File: src/rtl/ex_mem_stage.sv
// EX/MEM pipeline register: captures ALU results and control, owns HI/LO,
// issues the registered branch redirect and sequences HALT through a drain.
module ex_mem_stage #(
  parameter int          WIDTH   = 32,
  parameter int          RA_W    = 5,
  parameter logic [5:0]  HALT_OP = 6'b111111
) (
  input  logic              clk,
  input  logic              rst_n,
  input  logic              ex_valid,
  output logic              ex_ready,
  input  logic [5:0]        ex_op_sel,
  input  logic [WIDTH-1:0]  ex_result,
  input  logic [WIDTH-1:0]  ex_result_h,
  input  logic              ex_branch_taken,
  input  logic              ex_is_branch,
  input  logic [WIDTH-1:0]  ex_branch_target,
  input  logic              ex_hilo_write,
  input  logic [1:0]        ex_hilo_sel,
  input  logic [RA_W-1:0]   ex_rd,
  input  logic              ex_reg_write,
  input  logic              ex_mem_read,
  input  logic              ex_mem_write,
  input  logic [WIDTH-1:0]  ex_store_data,
  input  logic              flush,
  input  logic              mem_stall,
  output logic              mem_valid,
  output logic [WIDTH-1:0]  mem_result,
  output logic [RA_W-1:0]   mem_rd,
  output logic              mem_reg_write,
  output logic              mem_mem_read,
  output logic              mem_mem_write,
  output logic [WIDTH-1:0]  mem_store_data,
  output logic [WIDTH-1:0]  hi_q,
  output logic [WIDTH-1:0]  lo_q,
  output logic              redirect_valid,
  output logic [WIDTH-1:0]  redirect_pc,
  output logic              halted,
  output logic [31:0]       instr_count
);

  typedef enum logic [1:0] {RUN, DRAIN, HALTED} state_t;
  state_t state;

  logic             capture;
  logic             is_halt;
  logic [WIDTH-1:0] sel_result;

  // Handshake: EX data moves when ex_valid && ex_ready; ex_ready drops while
  // the memory stage stalls or once a HALT has been accepted.
  assign ex_ready = (state == RUN) && !mem_stall;
  assign capture  = ex_ready && ex_valid && !flush;
  assign is_halt  = (ex_op_sel == HALT_OP);

  always_comb begin
    sel_result = ex_result;
    case (ex_hilo_sel)
      2'b01:   sel_result = lo_q;
      2'b10:   sel_result = hi_q;
      default: sel_result = ex_result;
    endcase
  end

  always_ff @(posedge clk or negedge rst_n) begin
    if (!rst_n) begin
      state          <= RUN;
      mem_valid      <= 1'b0;
      mem_result     <= '0;
      mem_rd         <= '0;
      mem_reg_write  <= 1'b0;
      mem_mem_read   <= 1'b0;
      mem_mem_write  <= 1'b0;
      mem_store_data <= '0;
      hi_q           <= '0;
      lo_q           <= '0;
      redirect_valid <= 1'b0;
      redirect_pc    <= '0;
      halted         <= 1'b0;
      instr_count    <= '0;
    end else begin
      redirect_valid <= 1'b0;
      case (state)
        RUN: begin
          if (capture) begin
            mem_valid      <= 1'b1;
            mem_result     <= sel_result;
            mem_rd         <= ex_rd;
            // A HALT travels down as an inert bubble-like instruction.
            mem_reg_write  <= ex_reg_write && !is_halt;
            mem_mem_read   <= ex_mem_read && !is_halt;
            mem_mem_write  <= ex_mem_write && !is_halt;
            mem_store_data <= ex_store_data;
            instr_count    <= instr_count + 32'd1;
            if (ex_hilo_write) begin
              hi_q <= ex_result_h;
              lo_q <= ex_result;
            end
            if (ex_is_branch && ex_branch_taken) begin
              redirect_valid <= 1'b1;
              redirect_pc    <= ex_branch_target;
            end
            if (is_halt) state <= DRAIN;
          end else if (!mem_stall) begin
            mem_valid <= 1'b0;
          end
        end
        DRAIN: begin
          if (!mem_stall) begin
            mem_valid <= 1'b0;
            halted    <= 1'b1;
            state     <= HALTED;
          end
        end
        HALTED: begin
        end
        default: state <= RUN;
      endcase
    end
  end

endmodule

File: config.mk
export PLATFORM = sky130hd
export DESIGN_NAME = ex_mem_stage
export DESIGN_NICKNAME = d
export VERILOG_FILES = /design/src/rtl/ex_mem_stage.sv
export SDC_FILE = /design/constraint.sdc
export NUM_CORES = 1
export LEC_CHECK = 0
export ABC_AREA = 1
export CORE_ASPECT_RATIO = 2
export CORE_MARGIN = 1.5
export CORE_UTILIZATION = 44
export DETAILED_ROUTE_END_ITERATION = 8
export PLACE_DENSITY = 0.83
export SYNTH_ARGS = -nofsm -noshare
export SYNTH_HDL_FRONTEND = slang
export SYNTH_SLANG_ARGS = --single-unit
File: constraint.sdc
create_clock -name clk -period 1.83 [get_ports clk]
set_input_delay 0.366 -clock clk [delete_from_list [all_inputs] [get_ports clk]]
set_output_delay 0.366 -clock clk [all_outputs]
set_load 0.01 [all_outputs]
==> results.ini <==
[hold_path]
min_from = ex_hilo_write
hold_path_class = in2reg
whs_path_depth = 3
whs_endpoint = hi_q[2]

[timing]
setup_viol = 0
max-slew-margin-rel_pct = 73.5
fin_crit_sh_pct = 98.6
setup_tns_ns = 0
period_needed_ns = 1.80
slew_violations = 0
tightest_slew_ns = 0.398
fmaxAchievable_mhz = 554
finalHoldViolations = 0
skew_ns = 0.00763
holdWs_ns = 0.291
rsz0062_at_grt = no
layout_setup_ws_ns = 0.0262

[worst_setup_path]
crit_type = reg2out
r2r_slack_ns = 0.13
crit_arrival_ns = 1.44
cp_top_family = buffers and inverters
required_ns = 1.46
cp-end-kind = primary output
worst-r2r-cell-count = 8
start_kind = register
reg2reg_to = hi_q[4]
r2r_start = state[1]
critPathMaxFanout = 3
crit_buf_inv = 1
path_cells = clkdlybuf4s50_1
cpMaxStageDelayCell = clkdlybuf4s50_1
cpPeakStageDelay_ns = 0.56

[synthesis]
synth_area_leader_cell = dfrtp_1
synth-seq-area-share_pct = 57.0
yosysTopAreaCellShare_pct = 57.0
synth_area_sq_um = 8990
yosysUniqueCellTypes = 23
yosysWarnings = 0
ys_ff_latch = 205
syn_inst = 1108
syn_area_per_cell_sq_um = 8.12
synth_fp_nets = 1263
synth_area_leaders = dfrtp_1 57%, nand2_1 22%, nand3_1 4.9%

[detailed_routing]
drcViolationCount = 0
wl_per_cell_um = 17.7
viasPerCell = 5.12
drt_iter0_markers = 535
wl_mm = 31.5
dr.pass1.iters = 5
ant_nets = 0
vias = 9096

[cells_and_area]
syn_to_final_growth_pct = 56.1
mostFrequentLayoutCells = 523 x nand2_1, 291 x clkdlybuf4s50_1, 196 x dfrtp_1
drive_gt1_share_pct = 7.94
instances_no_fill = 1776
layout_commonest_cell = nand2_1
nets = 1656

[global_route]
grt_pass1_wl_mm = 48.5
grtUsageTotal_pct = 28.8
first_global_vias = 9180
grt_overflow_total = 0
grt_max_degree = 54
antenna_found_initial = 2

[clocking]
numCtsBuffers = 19
cts_tree = built
cts_sinks = 205
cts_buffer_depth = 3
clk_pin_slew_ns = 0.07
cts_root_buffer = clkbuf_16
insertion_delay_ns = 0.48
h-tree-depth = 1

[die]
rows = 73
fp.dieW_um = 104
pin_count = 356
dieArea_sq_um = 21400
initial_core_util_pct = 45.0
core-area_sq_um = 20000
die_h_um = 205

[placed_design]
dp_hpwl_mm = 22.7
post-place-ws_ns = -0.171
gp_congestion = 0.962
portBuffers = 355
dp_cells = 1714

[power_and_ir_drop]
power.leakage_nw = 7.48
ir_drop_mv = 0.572
power_density_nw_per_um2 = 640

[run_status]
status = complete, no violations

[flow_run]
cap_viol_max_count = 0

[cell type report]
| cell class | count | area [sq um] |
|---|---|---|
| antenna | 2 | 5.00 |
| clock buffer | 28 | 529 |
| clock inverter | 4 | 48.8 |
| fill | 1475 | 5970 |
| inverter | 43 | 161 |
| multi-input combinational | 804 | 3480 |
| sequential | 205 | 5140 |
| tap | 262 | 328 |
| timing repair buffer | 428 | 4340 |
[state kept, by name, indices dropped and copies added (netlist names)]
| register | cells |
|---|---|
| instr_count | 32 |
| lo_q | 32 |
| mem_mem_read | 1 |
| redirect_valid | 1 |
| mem_reg_write | 1 |
| halted | 1 |
| mem_result | 32 |
| mem_rd | 5 |
| state | 2 |
| mem_valid | 1 |
| hi_q | 32 |
| mem_mem_write | 1 |
| mem_store_data | 32 |
| redirect_pc | 32 |
[cell usage after synthesis (all sizes together)]
cell type / number
o21bai: 2
nand3: 90
a21oi: 64
ha: 3
buf: 27
xnor2: 11
nand4: 7
dfrtp: 205
nand2: 525
and2: 1
nor2: 47
o21ai: 36
nand3b: 3
nor3: 6
inv: 43
clkbuf: 29
xor2: 9
[report_power, final]
group          total (mW)  switching (mW)  internal [mW]
Combinational       0.640           0.276          0.364
Clock                3.81            1.67           2.15
Sequential           4.53               0           4.53
[layer usage]
metal,part of all wire (%),global-route usage [%],vias up
met5,0,0,-
met4,5.1,14.4,0
met3,6.4,5.07,92
met2,54,53.8,405
met1,34,31.0,4338
li1,-,-,4261
[worst reg2reg max path: stages (launching register included)]
cell and delay [ns]:
dfrtp_1 0.42, nor2_4 0.15, nand2_2 0.09, nor2_4 0.29
buf_12 0.16, nand2_2 0.07, buf_4 0.24, nand2_1 0.11
nand2_1 0.06
[worst max path at each step]
stage	to	start	cells past startpoint	slack (ns)
final	instr_count[30]	instr_count[30]	1	0.03
after global routing	hi_q[9]	hi_q[9]	1	0.0005
after CTS	lo_q[19]	lo_q[19]	1	0.002
after detailed placement	lo_q[31]	mem_stall	9	-0.17
after global placement	instr_count[24]	mem_stall	10	-0.17
after floorplan	mem_result[31]	ex_hilo_sel[0]	7	0.28
[stage by stage]
stage	power (mW)	utilization, %	area [sq um]
finish	8.98	70.2	14000
global route	9.29	70.2	14000
CTS	9.07	69.5	13900
detailed placement	5.25	65.8	13200
global placement	5.25	65.8	13200
floorplan	4.72	-	8990
[cell families after synthesis]
logic type / Yosys count / share of synthesized area (%)
adders and majority gates: 3 / 0.417
DFF: 205 / 57.0
and+or+nand+nor: 679 / 30.4
buffers and inverters: 99 / 4.51
xor gates and xnor gates: 20 / 1.95
AOI/OAI and AO/OA: 102 / 5.73
[repair_timing]
| action | in CTS | in global routing |
|---|---|---|
| resized for setup | 35 | 41 |
| buffers inserted | 24 | 3 |
| pin swaps | 1 | 0 |
| setup endpoints to repair | 46 | 41 |
| hold buffers | 1 | 0 |
| hold endpoints to repair | 33 | 0 |
No activity file was read; power rests on OpenSTA's default activity.
